[config.mk]
export PLATFORM = sky130hd
export DESIGN_NAME = systolic_sequencer
export DESIGN_NICKNAME = d
export VERILOG_FILES = /design/src/rtl/systolic_sequencer.sv
export SDC_FILE = /design/constraint.sdc
export NUM_CORES = 1
export LEC_CHECK = 0
export BUFFER_PORTS_ARGS = -buffer_cell sky130_fd_sc_hd__buf_4
export CAP_MARGIN = 20
export CORE_MARGIN = 2
export CORE_UTILIZATION = 30
export CTS_CLUSTER_DIAMETER = 80
export DETAILED_ROUTE_END_ITERATION = 7
export GPL_TIMING_DRIVEN = 1
export HOLD_SLACK_MARGIN = 0.1
export SLEW_MARGIN = 10
export SYNTH_ARGS = -nofsm -noshare
export SYNTH_HDL_FRONTEND = slang
export SYNTH_SLANG_ARGS = --single-unit
[constraint.sdc]
create_clock -name clk -period 3.5 [get_ports clk]
set_clock_uncertainty 0.05 [all_clocks]
set_input_delay 0.7 -clock clk [delete_from_list [all_inputs] [get_ports clk]]
set_output_delay 0.7 -clock clk [all_outputs]
set_load 0.03 [all_outputs]
[src/rtl/systolic_sequencer.sv]
// Control sequencer for an ARRAY_SIZE x ARRAY_SIZE systolic array: operand reads, skewed start masks, tiling and result write-back.
// Optional stall/freeze support is compiled in with the SEQ_STALL_EN macro.
module systolic_sequencer #(
    parameter int ARRAY_SIZE = 8,
    parameter int DATA_W     = 16,
    parameter int ADDR_W     = 7,
    parameter int TILE_W     = 4
) (
    input  logic                clk,
    input  logic                rst,
    input  logic                tpu_start,
    input  logic [TILE_W-1:0]   num_tiles,
    input  logic                stall,
    output logic                sram_rd_en,
    output logic [ADDR_W-1:0]   addr_serial_num,
    output logic [2*DATA_W-1:0] fifo_start_alu,
    output logic                alu_start,
    output logic                acc_clear,
    output logic [8:0]          cycle_num,
    output logic                sram_write_enable,
    output logic [5:0]          matrix_index,
    output logic [TILE_W-1:0]   tile_index,
    output logic                busy,
    output logic                tpu_done
);

    localparam int TILE_LEN = 3 * ARRAY_SIZE - 2;

    typedef enum logic [1:0] {
        S_IDLE    = 2'd0,
        S_COMPUTE = 2'd1,
        S_WRITE   = 2'd2,
        S_DONE    = 2'd3
    } state_t;

    state_t                  state_r, state_s;
    logic [8:0]              cycle_r, cycle_s;
    logic [TILE_W-1:0]       tile_r, tile_s;
    logic [TILE_W-1:0]       tlast_r, tlast_s;
    logic [ADDR_W-1:0]       addr_r, addr_s;
    logic [ARRAY_SIZE-1:0]   dmask_r, dmask_s;
    logic [ARRAY_SIZE-1:0]   wmask_r, wmask_s;
    logic [5:0]              mindex_r, mindex_s;
    logic [8:0]              cycle_inc_s;
    logic                    hold_s;

    // Operand address of row c in tile t, wrapping at the SRAM depth.
    function automatic logic [ADDR_W-1:0] tile_addr(input logic [TILE_W-1:0] t, input logic [8:0] c);
        logic [31:0] full;
        full = 32'(t) * 32'(ARRAY_SIZE) + 32'(c);
        return full[ADDR_W-1:0];
    endfunction

`ifdef SEQ_STALL_EN
    assign hold_s = stall & ((state_r == S_COMPUTE) | (state_r == S_WRITE));
`else
    logic stall_unused_s;
    assign stall_unused_s = stall;
    assign hold_s = 1'b0;
`endif

    assign cycle_inc_s = cycle_r + 9'd1;

    // Next-state and next-counter computation; a stalled cycle keeps everything as is.
    always_comb begin
        state_s  = state_r;
        cycle_s  = cycle_r;
        tile_s   = tile_r;
        tlast_s  = tlast_r;
        addr_s   = addr_r;
        dmask_s  = dmask_r;
        wmask_s  = wmask_r;
        mindex_s = mindex_r;
        if (!hold_s) begin
            case (state_r)
                S_IDLE: begin
                    if (tpu_start) begin
                        state_s  = S_COMPUTE;
                        cycle_s  = 9'd0;
                        tile_s   = {TILE_W{1'b0}};
                        tlast_s  = (num_tiles == {TILE_W{1'b0}}) ? {TILE_W{1'b0}} : num_tiles - TILE_W'(1);
                        addr_s   = {ADDR_W{1'b0}};
                        dmask_s  = ARRAY_SIZE'(1);
                        wmask_s  = ARRAY_SIZE'(1);
                        mindex_s = 6'd0;
                    end else begin
                        state_s = S_IDLE;
                    end
                end
                S_COMPUTE: begin
                    if (cycle_r == 9'(TILE_LEN - 1)) begin
                        if (tile_r < tlast_r) begin
                            tile_s  = tile_r + TILE_W'(1);
                            cycle_s = 9'd0;
                            addr_s  = tile_addr(tile_r + TILE_W'(1), 9'd0);
                            dmask_s = ARRAY_SIZE'(1);
                            wmask_s = ARRAY_SIZE'(1);
                        end else begin
                            state_s  = S_WRITE;
                            cycle_s  = 9'd0;
                            dmask_s  = {ARRAY_SIZE{1'b0}};
                            wmask_s  = {ARRAY_SIZE{1'b0}};
                            mindex_s = 6'd0;
                        end
                    end else if (cycle_inc_s < 9'(ARRAY_SIZE)) begin
                        cycle_s = cycle_inc_s;
                        addr_s  = tile_addr(tile_r, cycle_inc_s);
                        dmask_s = {dmask_r[ARRAY_SIZE-2:0], 1'b1};
                        wmask_s = {wmask_r[ARRAY_SIZE-2:0], 1'b1};
                    end else begin
                        cycle_s = cycle_inc_s;
                        dmask_s = {dmask_r[ARRAY_SIZE-2:0], 1'b0};
                        wmask_s = {wmask_r[ARRAY_SIZE-2:0], 1'b0};
                    end
                end
                S_WRITE: begin
                    if (mindex_r == 6'(ARRAY_SIZE - 1)) begin
                        state_s = S_DONE;
                    end else begin
                        mindex_s = mindex_r + 6'd1;
                    end
                end
                S_DONE: begin
                    state_s = S_IDLE;
                end
                default: begin
                    state_s = S_IDLE;
                end
            endcase
        end else begin
            state_s = state_r;
        end
    end

    // Sequencer state, counters, masks and address registers.
    always_ff @(posedge clk or negedge rst) begin
        if (!rst) begin
            state_r  <= S_IDLE;
            cycle_r  <= 9'd0;
            tile_r   <= {TILE_W{1'b0}};
            tlast_r  <= {TILE_W{1'b0}};
            addr_r   <= {ADDR_W{1'b0}};
            dmask_r  <= {ARRAY_SIZE{1'b0}};
            wmask_r  <= {ARRAY_SIZE{1'b0}};
            mindex_r <= 6'd0;
        end else begin
            state_r  <= state_s;
            cycle_r  <= cycle_s;
            tile_r   <= tile_s;
            tlast_r  <= tlast_s;
            addr_r   <= addr_s;
            dmask_r  <= dmask_s;
            wmask_r  <= wmask_s;
            mindex_r <= mindex_s;
        end
    end

    // Strobes are decoded from state so that a stall silences them in the same cycle.
    assign sram_rd_en        = (state_r == S_COMPUTE) & (cycle_r < 9'(ARRAY_SIZE)) & ~hold_s;
    assign alu_start         = (state_r == S_COMPUTE) & ~hold_s;
    assign acc_clear         = (state_r == S_COMPUTE) & (cycle_r == 9'd0) & (tile_r == {TILE_W{1'b0}}) & ~hold_s;
    assign sram_write_enable = (state_r == S_WRITE) & ~hold_s;
    assign busy              = (state_r != S_IDLE);
    assign tpu_done          = (state_r == S_DONE);
    assign addr_serial_num   = addr_r;
    assign fifo_start_alu    = {DATA_W'(dmask_r), DATA_W'(wmask_r)};
    assign cycle_num         = cycle_r;
    assign matrix_index      = mindex_r;
    assign tile_index        = tile_r;

endmodule
==> results.md, run 1 <==
- Status: finished clean
- Fraction of layout cells with a size suffix above 1: a little under a quarter
- Vertical die dimension: between 90 and 100 µm
- Hold Fails Final Rpt: 0
- Worst slew margin: 46.3%
- Full die area: 9480 µm²
- Fill cell total of the finished layout: 918
- Kind of end point of the critical path: output port
- Number of non-filler instances in the completed layout: about 430
- Postcts setup bufs: 0
- Yosys warnings: 0
- Hold buffer count at cts: 0
- Final number of max-transition violations: 0
- Dominant cell by count in the synthesized netlist: dfrtp_1
- FMAX: roughly 0.33 GHz
- Clock root cell: clkbuf_8
- Commonest cells in the netlist: dfrtp_1, buf_4, o21ai_0, nand2_1, inv_1
- Wire length of the first global-routing pass: 9.32 mm
- Placed Area: 2970 µm²
- Number of standard-cell rows in the floorplan: 34
- Top cell type's share of synthesized area: a little under two fifths
- Power density cells: about 800 nW/µm²
- H-tree depth: 2
- Dominant cells by area after synthesis: dfrtp_1, ha_1, buf_4, o21ai_0, nand2_1
- Clock insertion delay at the later pin of the skew report: 0.30 ns
- CTS tree: built
- RSZ-0062 raised after global routing: false
- Yosys cell types: 52
- Post-synthesis sequential area ratio: 38.3%
- Fin Setup TNS: 0 ns
- Post-layout min period: 3.01 ns
- Pre-antenna DRT Iters: 5
- Die boundary width: 97.4 µm
- Area of the core: 8590 µm²
- Synthesized area divided by synthesized cell count: 9.38 µm²
- Routability cong.: 0.803
- Highest metal layer used by the detailed router: met4
- Total standard cell area after synthesis: 2620 µm²
- Area grow syn2layout: 18.0%
- Data arrival time of the critical path: around 2.3 ns
- Type of the tightest min-delay check: input pin to asynchronous set/reset pin
- Detailed-route DRC error count: 0
- Primary flip-flop cell chosen by synthesis mapping: dfrtp_1
- Maximum VDD drop: 0.441 mV
- Total global routing overflow: 0
- Post-route antenna net violation count: 0
- Sum of routed wire segments on met1: ~2.7 mm
- Synth Instances: 279
- Total met2 wirelength after detailed routing: about 2.6 mm
- # setup viols final: 0
- Drt total wl: approximately 5.7 mm
- Clock sink count: 40
- I/O Buffers: 54
- DR iter-0 viols: 54
- Cell type with the highest aggregate area in the netlist: dfrtp_1
- Reported max-cap violation count: 0
- Via density per instance: 4.80
- Critical path startpoint category: flip-flop
- Maximum fanout encountered on the critical timing path: 10
- Overall via count from detail_route: about 2100
- Required time at the worst-slack endpoint: 2.75 ns
- Category of the critical setup timing path: flip-flop to output port
- Cell Count Post-Placement: around 420
- Effective utilization at floorplan: 30.4%
- Routed length on met3: 287 µm
- Total leakage power: 1.51 nW
- Share of flip-flops with an asynchronous set or reset after synthesis: between 90% and 100%
- Average wire per standard cell: about 13 µm
- Antenna fix cells: 0
- Num CTS Buffers: 5
- Combined global-route utilization of all metal layers: between 10% and 20%
- I/O pins: 72
- Vias in the first global route: 1888
- Antenna violations before repair: 0
- Post-route design area: 3090 µm²
- Slew of the pin with the lowest slew margin: 0.803 ns
- Net total in the final layout: 345
- Detailed Place HPWL: 4.14 mm
- Clock transition at the registers of the reported paths: ~0.09 ns
- Post-CTS Resized: 0
- Maximum buffer depth of the clock tree: 2
- Final period utilization: 86.0%
- Maximum number of pins on one net before global-route repair: 41
- Number of synthesized flops with an enable pin: 0
- Total of flip-flops plus latches after synthesis: 40
==> flip-flops by register name, indices dropped and copies added (netlist names) <==
signal and cells:
cycle_num 9, state_r 2, tlast_r 4, addr_serial_num 7, dmask_r 8, tile_index 4
matrix_index 6
==> critical path, cell delays in order, from the launching register on <==
cell     delay [ns]
dfrtp_1        0.50
or3_4          0.46
or3_1          0.31
nor3_1         0.28
and3_1         0.25
buf_4          0.17
==> through the flow <==
step                util [%]  power (mW)  worst slack (ns)  hold slack (ns)
CTS                     35.9        2.49             0.504            0.344
detailed placement      34.6        2.09             0.644            0.431
global placement        34.6        2.07             0.631            0.421
finish                  35.9        2.47             0.491            0.330
global route            35.9        2.65             0.424            0.371
floorplan                  -        1.73             0.224            0.354
==> metal layers <==
layer | vias up | track usage, %
met1 | 991 | 16.6
met3 | 5 | 3.17
li1 | 1015 | -
met2 | 47 | 18.5
met5 | - | 0
met4 | 0 | 3.74
==> where the power goes <==
part	internal, mW	total, mW	switching, mW
Sequential	0.585	0.725	0.140
Clock	0.215	0.395	0.180
Combinational	0.487	1.35	0.858
==> logic make-up after synthesis <==
family | share of synthesized area (%)
muxes | 4.11
AOI/OAI and AO/OA | 17.9
adders and majority gates | 8.42
other | 0.143
DFF | 38.3
xor gates and xnor gates | 3.35
buffers and inverters | 12.8
and+or+nand+nor | 15.0
==> layout by cell type, fill, tap and decap left out, types with 6 or more instances in the layout <==
cell type,n
conb_1,16
inv_1,21
nor3_1,6
ha_1,16
nand2_1,23
a21oi_1,9
nor2_1,8
buf_4,56
o21ai_0,24
nand3_1,14
dfrtp_1,40
a22o_1,9
==> area by class of cell <==
type                    count  area (µm²)  share of cell area, %
clock buffers               5        68.8                   2.23
multi-input cells         196        1340                   43.3
clock inverters             3        46.3                   1.50
flip-flops and latches     40        1000                   32.4
repair buffers             56         420                   13.6
inverters                  21        78.8                   2.55
well taps                 108         135                   4.38
==> path summary, 6_finish.rpt <==
| path | startpoint | end | slack [ns] | cells past startpoint |
|---|---|---|---|---|
| min reg2reg | tlast_r[0] | tlast_r[0] | 0.44 | 2 |
| min in group clk | tlast_r[0] | tlast_r[0] | 0.44 | 2 |
| max in group asynchronous | rst | tile_index[3] | 2.70 | 1 |
| max reg2reg | cycle_num[0] | addr_serial_num[0] | 0.61 | 7 |
| max | cycle_num[5] | acc_clear | 0.49 | 5 |
| min | rst | cycle_num[7] | 0.33 | 1 |
No activity file was read; power rests on OpenSTA's default activity.
==> run 2, diff against run 1 <==
--- a/config.mk
+++ b/config.mk
@@ -8,11 +8,12 @@
 export BUFFER_PORTS_ARGS = -buffer_cell sky130_fd_sc_hd__buf_4
 export CAP_MARGIN = 20
 export CORE_MARGIN = 2
-export CORE_UTILIZATION = 30
+export CORE_UTILIZATION = 50
 export CTS_CLUSTER_DIAMETER = 80
 export DETAILED_ROUTE_END_ITERATION = 7
 export GPL_TIMING_DRIVEN = 1
 export HOLD_SLACK_MARGIN = 0.1
+export PLACE_DENSITY = 0.77
 export SLEW_MARGIN = 10
 export SYNTH_ARGS = -nofsm -noshare
 export SYNTH_HDL_FRONTEND = slang
==> run 2 against run 1 <==
Net effect: hold slack lost 0.0090 ns; sequential share of layout area grew 0.49 points; flip-flop and latch count is the same; sequential power is essentially flat; core utilization grew 24 points; global-route usage grew 7.1 points; worst setup slack gained 0.027 ns; wire length shrank 5.7%; fmax grew 0.89%; non-clock buffer count is the same; clock power shrank 2%; critical endpoint unchanged.
==> results.md, run 2 (same netlist as run 1, synthesis figures left out) <==
- Status: finished clean
- Comb power frac: 54.7% (about the same)
- Met1 track utilization from global routing: 25.7% (+9.2 points)
- RSZ-0062 raised after global routing: false
- Net total in the final layout: 345 (unchanged)
- Maximum number of pins on one net before global-route repair: 41 (unchanged)
- Power, Total: 2.46 mW (-0.10%)
- Fraction of layout cells with a size suffix above 1: 23.7% (unchanged)
- Peak-usage layer in the global routing report: met2
- Effective utilization at floorplan: 51.6% (+21 points)
- Post-CTS Resized: 0 (unchanged)
- Final number of max-transition violations: 0 (unchanged)
- Core Util, Final: 59.9% (+24 points)
- Full die area: 5830 µm² (-39%)
- H-tree depth: 2 (unchanged)
- M2 GR Usage: 31.5% (+13 points)
- Antenna violations before repair: 0 (unchanged)
- M3 GR Usage: 4.15% (+0.98 points)
- CTS tree: built
- Combined global-route utilization of all metal layers: 19.1% (+7.1 points)
- Via density per instance: 5.41 (+13%)
- Critical path startpoint category: flip-flop
- RR Startpoint: cycle_num[0]
- Routability cong.: 0.814 (+1.3%)
- Total leakage power: 1.52 nW (+0.24%)
- Vias in the first global route: 1953 (+3.4%)
- I/O Buffers: 54 (unchanged)
- Data arrival time of the critical path: 2.23 ns (-0.03 ns)
- Power density cells: 810 nW/µm² (+1.4%)
- Drt total wl: 5.36 mm (-5.7%)
- Fin Setup TNS: 0 ns (unchanged)
- Clock sink count: 40 (unchanged)
- Commonest cells after routing, fill and taps aside: buf_4, dfrtp_1, o21ai_0, nand2_1, inv_1
- Number of flip-flops in the largest register: 9 (unchanged)
- Detailed-route DRC error count: 0 (unchanged)
- Wire length of the first global-routing pass: 9.15 mm (-1.8%)
- Clock Power Share: 15.8% (-0.2 points)
- Maximum fanout encountered on the critical timing path: 10 (unchanged)
- Hold Fails Final Rpt: 0 (unchanged)
- Cell internal pwr: 1.29 mW (+0.31%)
- FMAX: 0.335 GHz (+0.89%)
- Sw Share: 47.6% (-0.22 points)
- Clock transition at the registers of the reported paths: 0.08 ns (about the same)
- Category of the critical setup timing path: flip-flop to output port
- Total net switching power: 1.17 mW (-0.56%)
- Number of standard-cell rows in the floorplan: 26 (-24%)
- Maximum VDD drop: 0.519 mV (+18%)
- Total global routing overflow: 0 (unchanged)
- Final period utilization: 85.2% (-0.76 points)
- Area of the core: 5070 µm² (-41%)
- Overall via count from detail_route: 2114 (+2.7%)
- Clock insertion delay at the later pin of the skew report: 0.30 ns (about the same)
- Source of the critical timing path: cycle_num[5]
- Kind of end point of the critical path: output port
- Pre-antenna DRT Iters: 4 (-1)
- Type of the tightest min-delay check: input pin to asynchronous set/reset pin
- DR iter-0 viols: 116 (+110%)
- Die boundary width: 76.3 µm (-22%)
- Hold buffer count at cts: 0 (unchanged)
- Leading cell type in the layout, fill and taps excluded: buf_4
- Reported max-cap violation count: 0 (unchanged)
- Worst slew margin: 51.2% (+4.9 points)
- # setup viols final: 0 (unchanged)
- Required time at the worst-slack endpoint: 2.75 ns (about the same)
- Postcts setup bufs: 0 (unchanged)
- I/O pins: 72 (unchanged)
- Sequential Power Share: 29.6% (+0.2 points)
- Post-layout min period: 2.98 ns (-0.0266 ns)
- Clock root cell: clkbuf_8
- Antenna fix cells: 0 (unchanged)
- Area grow syn2layout: 16.2%
- Num CTS Buffers: 5 (unchanged)
- Post-route antenna net violation count: 0 (unchanged)
- Detailed Place HPWL: 3.84 mm (-7.3%)
- Slew of the pin with the lowest slew margin: 0.729 ns (-0.0736 ns)
- Vertical die dimension: 76.3 µm (-22%)
- Average wire per standard cell: 13.7 µm (+3.4%)
- Maximum buffer depth of the clock tree: 2 (unchanged)
-- run 2: per-layer routing --
metal  routed length (µm)  share of wire, %  vias up
met5                    0                 0        -
met1                 2440                45     1039
met2                 2620                49       53
li1                     -                 -     1016
met4                   53              0.99        0
met3                  255               4.8        6
-- run 2: final cells by class --
class	instances	area, µm²
clock inverters	3	47.5
fillers	482	2030
clock buffers	5	68.8
inverters	21	78.8
well taps	70	87.6
multi-input cells	196	1340
flip-flops and latches	40	1000
repair buffers	56	420
-- run 2: worst paths after layout --
path	cells after the start	slack, ns	end
setup / recovery	5	0.52	acc_clear
max in group asynchronous	1	2.73	matrix_index[2]
setup reg to reg	7	0.61	addr_serial_num[2]
min in group clk	2	0.44	tlast_r[0]
hold reg to reg	2	0.44	tlast_r[0]
hold / removal	1	0.32	addr_serial_num[4]
-- run 2: per-stage QoR --
step	hold WS (ns)	cell area, µm²	std cells	setup WS, ns
global placement	0.418	2920	383	0.656
CTS	0.332	3040	391	0.496
floorplan	0.354	2670	294	0.224
detailed placement	0.424	2920	383	0.596
global route	0.344	3040	391	0.396
finish	0.321	3040	391	0.517
-- run 2: power groups by stage --
stage / Sequential (mW) / Combinational, mW / Clock [mW]
floorplan: 0.861 / 0.865 / 0
global placement: 0.730 / 1.32 / 0
detailed placement: 0.737 / 1.35 / 0
CTS: 0.727 / 1.36 / 0.399
global route: 0.752 / 1.47 / 0.419
finish: 0.728 / 1.35 / 0.389
-- run 2: worst max-delay path, cell delays in order, from the launching register on --
cell	delay, ns
dfrtp_1	0.49
or3_4	0.46
or3_1	0.31
nor3_1	0.28
and3_1	0.23
buf_4	0.16
==> run 3, diff against run 2 <==
--- a/config.mk
+++ b/config.mk
@@ -14,6 +14,7 @@
 export GPL_TIMING_DRIVEN = 1
 export HOLD_SLACK_MARGIN = 0.1
 export PLACE_DENSITY = 0.77
+export REMOVE_ABC_BUFFERS = 1
 export SLEW_MARGIN = 10
 export SYNTH_ARGS = -nofsm -noshare
 export SYNTH_HDL_FRONTEND = slang
==> run 3 against run 2 <==
Net effect: core utilization grew 0.25 points; die area is the same; first-iteration DRC count grew 7.8%; register-to-register slack gained 0.04 ns; largest cell class unchanged.
==> results.md, run 3 (same netlist as run 1, synthesis figures left out) <==
- I/O Buffers: 54 (unchanged)
- Kind of end point of the critical path: output port
- Final number of max-transition violations: 0 (unchanged)
- Die boundary width: 76.3 µm (unchanged)
- Number of non-filler instances in the completed layout: 390 (-0.26%)
- Total leakage power: 1.52 nW (+0.39%)
- Total global routing overflow: 0 (unchanged)
- Overall via count from detail_route: 2092 (-1.0%)
- Cell Count Post-Placement: 383 (unchanged)
- Required time at the worst-slack endpoint: 2.75 ns (about the same)
- Antenna fix cells: 0 (unchanged)
- Commonest cells after routing, fill and taps aside: buf_4, dfrtp_1, o21ai_0, nand2_1, inv_1
- Pre-CTS WS: 0.654 ns (+0.0581 ns)
- Reported max-cap violation count: 0 (unchanged)
- Clock insertion delay at the later pin of the skew report: 0.30 ns (about the same)
- Detailed Place HPWL: 3.97 mm (+3.4%)
- # setup viols final: 0 (unchanged)
- Drt total wl: 5.46 mm (+1.9%)
- Fill cell total of the finished layout: 479 (-0.62%)
- Via density per instance: 5.36 (-0.79%)
- CTS tree: built
- Final period utilization: 84.8% (-0.45 points)
- Power, Total: 2.52 mW (+2.4%)
- H-tree depth: 2 (unchanged)
- Maximum VDD drop: 0.483 mV (-7.0%)
- Num CTS Buffers: 5 (unchanged)
- Worst reg2reg path endpoint: addr_serial_num[2]
- Pre-antenna DRT Iters: 4 (unchanged)
- Reg2reg setup slack: 0.65 ns (+0.04 ns)
- Antenna violations before repair: 0 (unchanged)
- Core Util, Final: 60.2% (+0.25 points)
- Worst slew margin: 51.2% (about the same)
- Post-layout min period: 2.97 ns (-0.0156 ns)
- I/O pins: 72 (unchanged)
- Maximum fanout encountered on the critical timing path: 10 (unchanged)
- Post-route setup slack: 0.533 ns (+0.0156 ns)
- RR Startpoint: cycle_num[0]
- Fraction of layout cells with a size suffix above 1: 23.4% (-0.24 points)
- Postcts setup bufs: 0 (unchanged)
- Leading cell type in the layout, fill and taps excluded: buf_4
- Type of the tightest min-delay check: input pin to asynchronous set/reset pin
- Area of the core: 5070 µm² (unchanged)
- Data arrival time of the critical path: 2.22 ns (about the same)
- Clock transition at the registers of the reported paths: 0.08 ns (about the same)
- Clock sink count: 40 (unchanged)
- Wire length of the first global-routing pass: 8.96 mm (-2.0%)
- Average wire per standard cell: 14.0 µm (+2.1%)
- Post-route antenna net violation count: 0 (unchanged)
- Routability cong.: 0.810 (-0.47%)
- Combined global-route utilization of all metal layers: 19.1% (about the same)
- DR iter-0 viols: 125 (+7.8%)
- Area grow syn2layout: 16.7%
- FMAX: 0.337 GHz (+0.53%)
- Effective utilization at floorplan: 51.6% (unchanged)
- Hold buffer count at cts: 0 (unchanged)
- Maximum buffer depth of the clock tree: 2 (unchanged)
- Hold Fails Final Rpt: 0 (unchanged)
- Count of cells along the worst register-to-register path: 7 (unchanged)
- Full die area: 5830 µm² (unchanged)
- Number of flip-flops in the largest register: 9 (unchanged)
- Slew of the pin with the lowest slew margin: 0.729 ns (-0.000280 ns)
- Number of standard-cell rows in the floorplan: 26 (unchanged)
- Post-CTS Resized: 0 (unchanged)
- Maximum number of pins on one net before global-route repair: 41 (unchanged)
- Fin Setup TNS: 0 ns (unchanged)
- Detailed-route DRC error count: 0 (unchanged)
- Status: finished clean
- Power density cells: 826 nW/µm² (+1.9%)
- Vertical die dimension: 76.3 µm (unchanged)
- Category of the critical setup timing path: flip-flop to output port
- Vias in the first global route: 1918 (-1.8%)
- Net total in the final layout: 345 (unchanged)
- Critical path startpoint category: flip-flop
- RSZ-0062 raised after global routing: false
- Clock root cell: clkbuf_8
-- run 3: report_power, final --
| group | internal (mW) | total [mW] | switching, mW |
|---|---|---|---|
| registers | 0.585 | 0.721 | 0.136 |
| clock network | 0.281 | 0.443 | 0.162 |
| logic | 0.491 | 1.36 | 0.866 |
-- run 3: final cells by class --
type	instances	area [µm²]	area share [%]
Timing Repair Buffer	56	420	13.8
Tap cell	70	87.6	2.87
Sequential cell	40	1000	32.8
Multi-Input combinational cell	196	1340	43.8
Inverter	21	78.8	2.58
Clock buffer	5	68.8	2.25
Clock inverter	2	60.1	1.97
-- run 3: per-stage QoR --
stage / cell area (µm²) / hold WS [ns]
after floorplan: 2420 / 0.354
after global placement: 2920 / 0.418
after detailed placement: 2920 / 0.429
after CTS: 3050 / 0.334
after global routing: 3050 / 0.360
final: 3050 / 0.327
-- run 3: worst max-delay path by stage --
| stage | from | endpoint | slack [ns] | cells after the start |
|---|---|---|---|---|
| global placement | cycle_num[0] | addr_serial_num[6] | 0.71 | 7 |
| detailed placement | cycle_num[0] | addr_serial_num[0] | 0.65 | 7 |
| CTS | cycle_num[5] | acc_clear | 0.52 | 5 |
| floorplan | cycle_num[5] | acc_clear | 0.27 | 4 |
| global route | cycle_num[0] | addr_serial_num[0] | 0.39 | 7 |
| finish | cycle_num[5] | acc_clear | 0.53 | 5 |
-- run 3: worst max-delay path: stages (launching register included) --
cell and delay (ns):
dfrtp_1 0.50, or3_4 0.47, or3_1 0.32, nor3_1 0.25, and3_1 0.23, buf_4 0.16
-- run 3: metal layers --
metal / up-vias / track usage (%) / share of wire (%)
met5: - / 0 / 0
met4: 0 / 6.91 / 1.8
met3: 10 / 4.74 / 5.1
met2: 58 / 31.7 / 50
met1: 1008 / 24.2 / 43
li1: 1016 / - / -
